## config.mk

```make
export PLATFORM = sky130hd
export DESIGN_NAME = cues_ring_sequencer
export DESIGN_NICKNAME = d
export VERILOG_FILES = /design/src/rtl/cues_ring_sequencer.sv
export SDC_FILE = /design/constraint.sdc
export NUM_CORES = 1
export LEC_CHECK = 0
export BUFFER_PORTS_ARGS = -buffer_cell sky130_fd_sc_hd__buf_4
export CORE_MARGIN = 2
export CORE_UTILIZATION = 25
export DETAILED_ROUTE_END_ITERATION = 16
export SYNTH_ARGS = -nofsm -noshare
export SYNTH_HDL_FRONTEND = slang
export SYNTH_SLANG_ARGS = --single-unit
```

## constraint.sdc

```tcl
create_clock -name clk -period 6.72 [get_ports clk]
set_input_delay 0 -clock clk [delete_from_list [all_inputs] [get_ports clk]]
set_output_delay 0 -clock clk [all_outputs]
set_load 0.02 [all_outputs]
```

## src/rtl/cues_ring_sequencer.sv

```systemverilog
// cues_ring_sequencer
//   Clocked sequencer for a self-timed ring of C-element handshake stages.
//   It holds the ring in reset, injects a programmed number of tokens through
//   the head stage 4-phase SENDIN/ACKOUT handshake, then counts tokens passing
//   a tap stage. It stops on target count, on a STOP request or on a
//   handshake timeout.
// Ports
//   clk, reset          system clock, synchronous active-high reset
//   start, stop         1-cycle requests (start: reset/inject/run, stop: freeze/abort)
//   tokens, target      run setup, sampled on an accepted start (target 0 = no auto-stop)
//   ring_resetn         ring stage RESETN (active low)
//   ring_lopen          ring stage LOPEN gates, all bits equal
//   inj_send, inj_ack   head stage SENDIN out / ACKOUT in (inj_ack is async)
//   tap_cp              tap stage CP (async)
//   busy, done, err     status: active run, 1-cycle stop pulse, sticky timeout
//   count               CP rising edges counted while running (saturating)
module cues_ring_sequencer #(
    parameter int NSTAGE  = 8,
    parameter int TOKW    = 4,
    parameter int CNTW    = 16,
    parameter int RST_CYC = 4,
    parameter int TIMEOUT = 255,
    parameter int SYNC    = 2
) (
    input  logic              clk,
    input  logic              reset,
    input  logic              start,
    input  logic              stop,
    input  logic [TOKW-1:0]   tokens,
    input  logic [CNTW-1:0]   target,
    output logic              ring_resetn,
    output logic [NSTAGE-1:0] ring_lopen,
    output logic              inj_send,
    input  logic              inj_ack,
    input  logic              tap_cp,
    output logic              busy,
    output logic              done,
    output logic              err,
    output logic [CNTW-1:0]   count
);

    localparam int MAXC = (TIMEOUT > RST_CYC) ? TIMEOUT : RST_CYC;
    localparam int TW   = $clog2(MAXC + 1);

    typedef enum logic [2:0] {
        S_IDLE, S_RINGRST, S_INJ_REQ, S_INJ_REL, S_RUN, S_STOPPED, S_ERROR
    } state_t;

    state_t          state, state_nxt;
    logic [SYNC-1:0] ack_sync, cp_sync;
    logic            ack_s, cp_s, cp_s_d, cp_rise;
    logic [TW-1:0]   timer;
    logic [TOKW-1:0] rem;
    logic [CNTW-1:0] tgt, count_inc;
    logic            accept, count_en, timed_out, rst_done;

    assign ack_s     = ack_sync[SYNC-1];
    assign cp_s      = cp_sync[SYNC-1];
    assign cp_rise   = cp_s & ~cp_s_d;
    assign count_inc = (count == '1) ? count : count + CNTW'(1);
    assign count_en  = (state == S_RUN) && cp_rise;
    assign timed_out = (timer == TW'(TIMEOUT - 1));
    assign rst_done  = (timer == TW'(RST_CYC - 1));
    // START is only honoured from a quiescent state and never together with STOP.
    assign accept    = start && !stop &&
                       (state == S_IDLE || state == S_STOPPED || state == S_ERROR);

    always_ff @(posedge clk) begin
        if (reset) state <= S_IDLE;
        else       state <= state_nxt;
    end

    always_comb begin
        state_nxt   = state;
        ring_resetn = 1'b0;
        ring_lopen  = '0;
        inj_send    = 1'b0;
        busy        = 1'b0;
        case (state)
            S_IDLE, S_STOPPED, S_ERROR: begin
                ring_resetn = (state == S_STOPPED);
                if (accept) state_nxt = S_RINGRST;
            end
            S_RINGRST: begin
                busy = 1'b1;
                if (stop)          state_nxt = S_IDLE;
                else if (rst_done) state_nxt = (rem != '0) ? S_INJ_REQ : S_RUN;
            end
            S_INJ_REQ: begin
                ring_resetn = 1'b1;
                ring_lopen  = '1;
                inj_send    = 1'b1;
                busy        = 1'b1;
                if (stop)           state_nxt = S_IDLE;
                else if (ack_s)     state_nxt = S_INJ_REL;
                else if (timed_out) state_nxt = S_ERROR;
            end
            S_INJ_REL: begin
                ring_resetn = 1'b1;
                ring_lopen  = '1;
                busy        = 1'b1;
                if (stop)           state_nxt = S_IDLE;
                else if (!ack_s)    state_nxt = (rem == TOKW'(1)) ? S_RUN : S_INJ_REQ;
                else if (timed_out) state_nxt = S_ERROR;
            end
            S_RUN: begin
                ring_resetn = 1'b1;
                ring_lopen  = '1;
                busy        = 1'b1;
                // Auto-stop lands on the same edge that writes the final count.
                if (stop || (count_en && tgt != '0 && count_inc == tgt))
                    state_nxt = S_STOPPED;
            end
            default: state_nxt = S_IDLE;
        endcase
    end

    // Per-state cycle timer, restarted on every state change.
    always_ff @(posedge clk) begin
        if (reset)                   timer <= '0;
        else if (state_nxt != state) timer <= '0;
        else if (state == S_RINGRST || state == S_INJ_REQ || state == S_INJ_REL)
                                     timer <= timer + TW'(1);
        else                         timer <= '0;
    end

    always_ff @(posedge clk) begin
        if (reset) begin
            ack_sync <= '0;
            cp_sync  <= '0;
            cp_s_d   <= 1'b0;
            rem      <= '0;
            tgt      <= '0;
            count    <= '0;
            err      <= 1'b0;
            done     <= 1'b0;
        end else begin
            ack_sync <= {ack_sync[SYNC-2:0], inj_ack};
            cp_sync  <= {cp_sync[SYNC-2:0], tap_cp};
            cp_s_d   <= cp_s;
            done     <= (state_nxt == S_STOPPED) && (state != S_STOPPED);
            if (accept) begin
                rem   <= tokens;
                tgt   <= target;
                count <= '0;
                err   <= 1'b0;
            end else begin
                if (count_en) count <= count_inc;
                if (state == S_INJ_REL && !stop && !ack_s) rem <= rem - TOKW'(1);
                if (state_nxt == S_ERROR && state != S_ERROR) err <= 1'b1;
            end
        end
    end

endmodule

```

==> metrics.md <==
| Metric | Value |
|---|---|
| Outcome | `complete, no violations` |
| Fmax | `319.8 MHz` |
| Most Crowded Layer GR | `met2` |
| Final Util | `0.3244` |
| Area of the core | `12720 um^2` |
| Vias per cell | `4.948` |
| Synth Area per Inst | `7.988 um^2` |
| Vias in the first global route | `3030` |
| Clock period minus worst slack | `3.127 ns` |
| Startpoint Class | `register` |
| GP Congestion | `0.8812` |
| Fin cells | `638` |
| H-tree lvl count | `2` |
| Clock transition at path regs | `0.07 ns` |
| Met1 usage | `0.1842` |
| Cells after synthesis | `411` |
| EDFF count, synth | `0` |
| Post-DP HPWL | `6890 um` |
| Xor and xnor area share after synthesis | `0.07736` |
| Total GRT Usage | `0.1326` |
| Kind of critical path | `register to register` |
| Area growth from synthesis to layout | `25.69%` |
| CTS resizes | `0` |
| Slew Viols, Final | `0` |
| Leak pwr | `1.498 nW` |
| Register area | `1081 um^2` |
| Worst hold path type | `primary input to register` |
| Largest net degree at the start of global routing | `33` |
| CP endpoint kind | `register` |
| RSZ-0062 raised after global routing | `no` |
| Total CTS buffers | `5` |
| Root Driver | `clkbuf_16` |
| DRC viols | `0` |
| IO buf count | `54` |
| Mapped Area | `3283 um^2` |
| Worst Skew | `0.006515 ns` |
| Seq cells post-synth | `54` |
| # fillers | `1390` |
| Post-Synth Simple-Gate Area | `0.3053` |
| Grt ovf | `0` |
| CTS Buffer Depth | `2` |
| CTS tree | `done` |
| Met3 GRT Util | `0.02124` |
| CP Launch Point | `count[1]` |
| Fraction of layout cells with a size suffix above 1 | `0.1524` |
| GR Layer Usage met2 | `0.2177` |
| Post-route setup TNS | `0 ns` |
| Req. time, crit path | `6.92 ns` |
| Die width | `118.6 um` |
| Final instance area | `4126 um^2` |
| Distinct cell type count after synthesis | `58` |
| Final nets | `497` |
| Area after DPL | `3755 um^2` |
| Post-synth net total | `443` |
| Worst R2R Start | `count[1]` |
| Final setup viols | `0` |
| RR Endpoint | `done` |
| Async set-reset flop share out of synthesis | `0` |
| Synth Area in Adders | `0.02287` |
| Fraction of synthesized area in multiplexers | `0.06402` |
| Hold path start | `reset` |
| # clock sinks | `54` |
| Worst-Margin Slew | `0.7909 ns` |
| WL/cell | `14.51 um` |
| Yosys warns | `0` |
| Multi-input gate area | `2004 um^2` |
| Hold Vio Cnt, Final | `0` |
| Rows | `41` |
| Main combinational cell family by area after synthesis | `simple AND/OR/NAND/NOR gates` |
| Post-CTS setup buffers | `0` |
| DIE AREA | `14060 um^2` |
| FF-to-FF setup slack | `3.59 ns` |
| Vias | `3157` |
| Initial antenna violation count | `0` |
| Commonest non-fill, non-tap cell in the layout | `nor2_1` |
| Initial DRT Pass Iterations | `4` |
| FF-to-FF path depth | `8` |
| Initial core utilization | `0.2581` |
| DP Cell Count | `608` |
| Slew HR | `0.4591` |
| Max cap viols | `0` |
| Most used DFF post-synth | `dfxtp_1` |
| Crit Path Max Fanout | `9` |
| Synth Area in Compound Gates | `0.1402` |
| Peak supply drop | `126.0 uV` |
| Initial DRC Count | `317` |
| Die Y | `118.6 um` |
| First-pass GRT wire length | `15410 um` |
| Clk_lat worst skew | `0.29 ns` |
| Detailed Route WL | `9257 um` |
| Worst Path Arrival | `3.33 ns` |
| Design Power | `0.6727 mW` |
| Power Dens Cells | `163.0 nW/um^2` |
| Seq/Total Area, Yosys | `0.3293` |
| Antenna Nets Post-Route | `0` |
| ANT cells | `0` |
| Final Cycle Share | `0.4653` |
| Commonest cells after routing, fill and taps aside | `nor2_1, buf_4, dfxtp_1, nand2_1, dlygate4sd3_1` |
| I/O pin count | `55` |
| Hold path cells | `2` |
| End of the worst hold path | `rem[1]` |
## synthesized netlist by cell type, types with 6 or more instances
cell      instances  area share
nor4_1           11       0.021
nand3_1          13       0.020
nand2_1          29       0.033
o21ai_0          15       0.023
buf_4            11       0.025
xnor2_1          12       0.032
dfxtp_1          54        0.33
nor2_1           65       0.074
a21oi_1          17       0.026
nor2b_1           8       0.015
or3_1             7       0.013
clkbuf_1         14       0.016
inv_1            11       0.013
nand2b_1          8       0.015
nor3_1            6      0.0091
mux2i_1          21       0.064
xor2_1           17       0.045
nand4_1          13       0.025
ha_1              6       0.023
## report_power, final
group	total, mW	leakage, nW	internal, mW	switching, mW
registers	0.337	0.438	0.327	0.00978
clock network	0.266	0.0729	0.148	0.118
logic	0.0701	0.987	0.0385	0.0315
## metrics by stage
step / setup WS (ns) / hold WS [ns]
floorplan: 4.039 / 0.1282
global placement: 3.887 / 0.2311
detailed placement: 3.642 / 0.2240
CTS: 3.634 / 0.08955
global route: 3.337 / 0.1061
finish: 3.593 / 0.08121
## flip-flops by register name (all words and copies together) (netlist names)
name / count
count: 16
tgt: 16
err: 1
ack_sync: 2
done: 1
state: 3
rem: 4
cp_s_d: 1
cp_sync: 2
timer: 8
## worst max-delay path by stage
stage | end | cells past startpoint
3_3_place_gp | done | 8
3_5_place_dp | done | 8
2_1_floorplan | done | 9
6_report | done | 8
5_1_grt | done | 8
4_1_cts | done | 8
## final cells by class
class,instances,share of cell area
Inverter,11,0.01001
Clock inverter,2,0.003032
Tap cell,172,0.05215
Timing Repair Buffer,77,0.1534
Multi-Input combinational cell,316,0.4857
Clock buffer,6,0.03366
Sequential cell,54,0.2620
## per-layer routing
metal  wire [um]  vias up
met5           0        -
met3         470        5
met2        4332       88
li1            -     1573
met4          65        0
met1        4388     1491
## worst max-delay path, stage by stage, from the launching register on
cell and delay [ns]:
dfxtp_1 0.49, ha_1 0.35, nand4_2 0.29, a2111oi_0 0.77, xnor2_1 0.20, nand4_1 0.12, nor4_1 0.33, a41oi_1 0.21
nor4_2 0.27
## logic make-up (layout without fill, tap and decap cells)
kind of cell,Yosys count,in the layout
compound gates,68,68
xor+xnor,29,29
fa+ha+maj,6,6
buf+inv,41,96
flops,54,54
mux,21,21
simple gates,192,192
## what timing repair did
action	CTS	global route
setup endpoints to repair	0	0
hold endpoints to repair	22	0
hold buffers	22	0
Power figures use the tool's default switching activity.
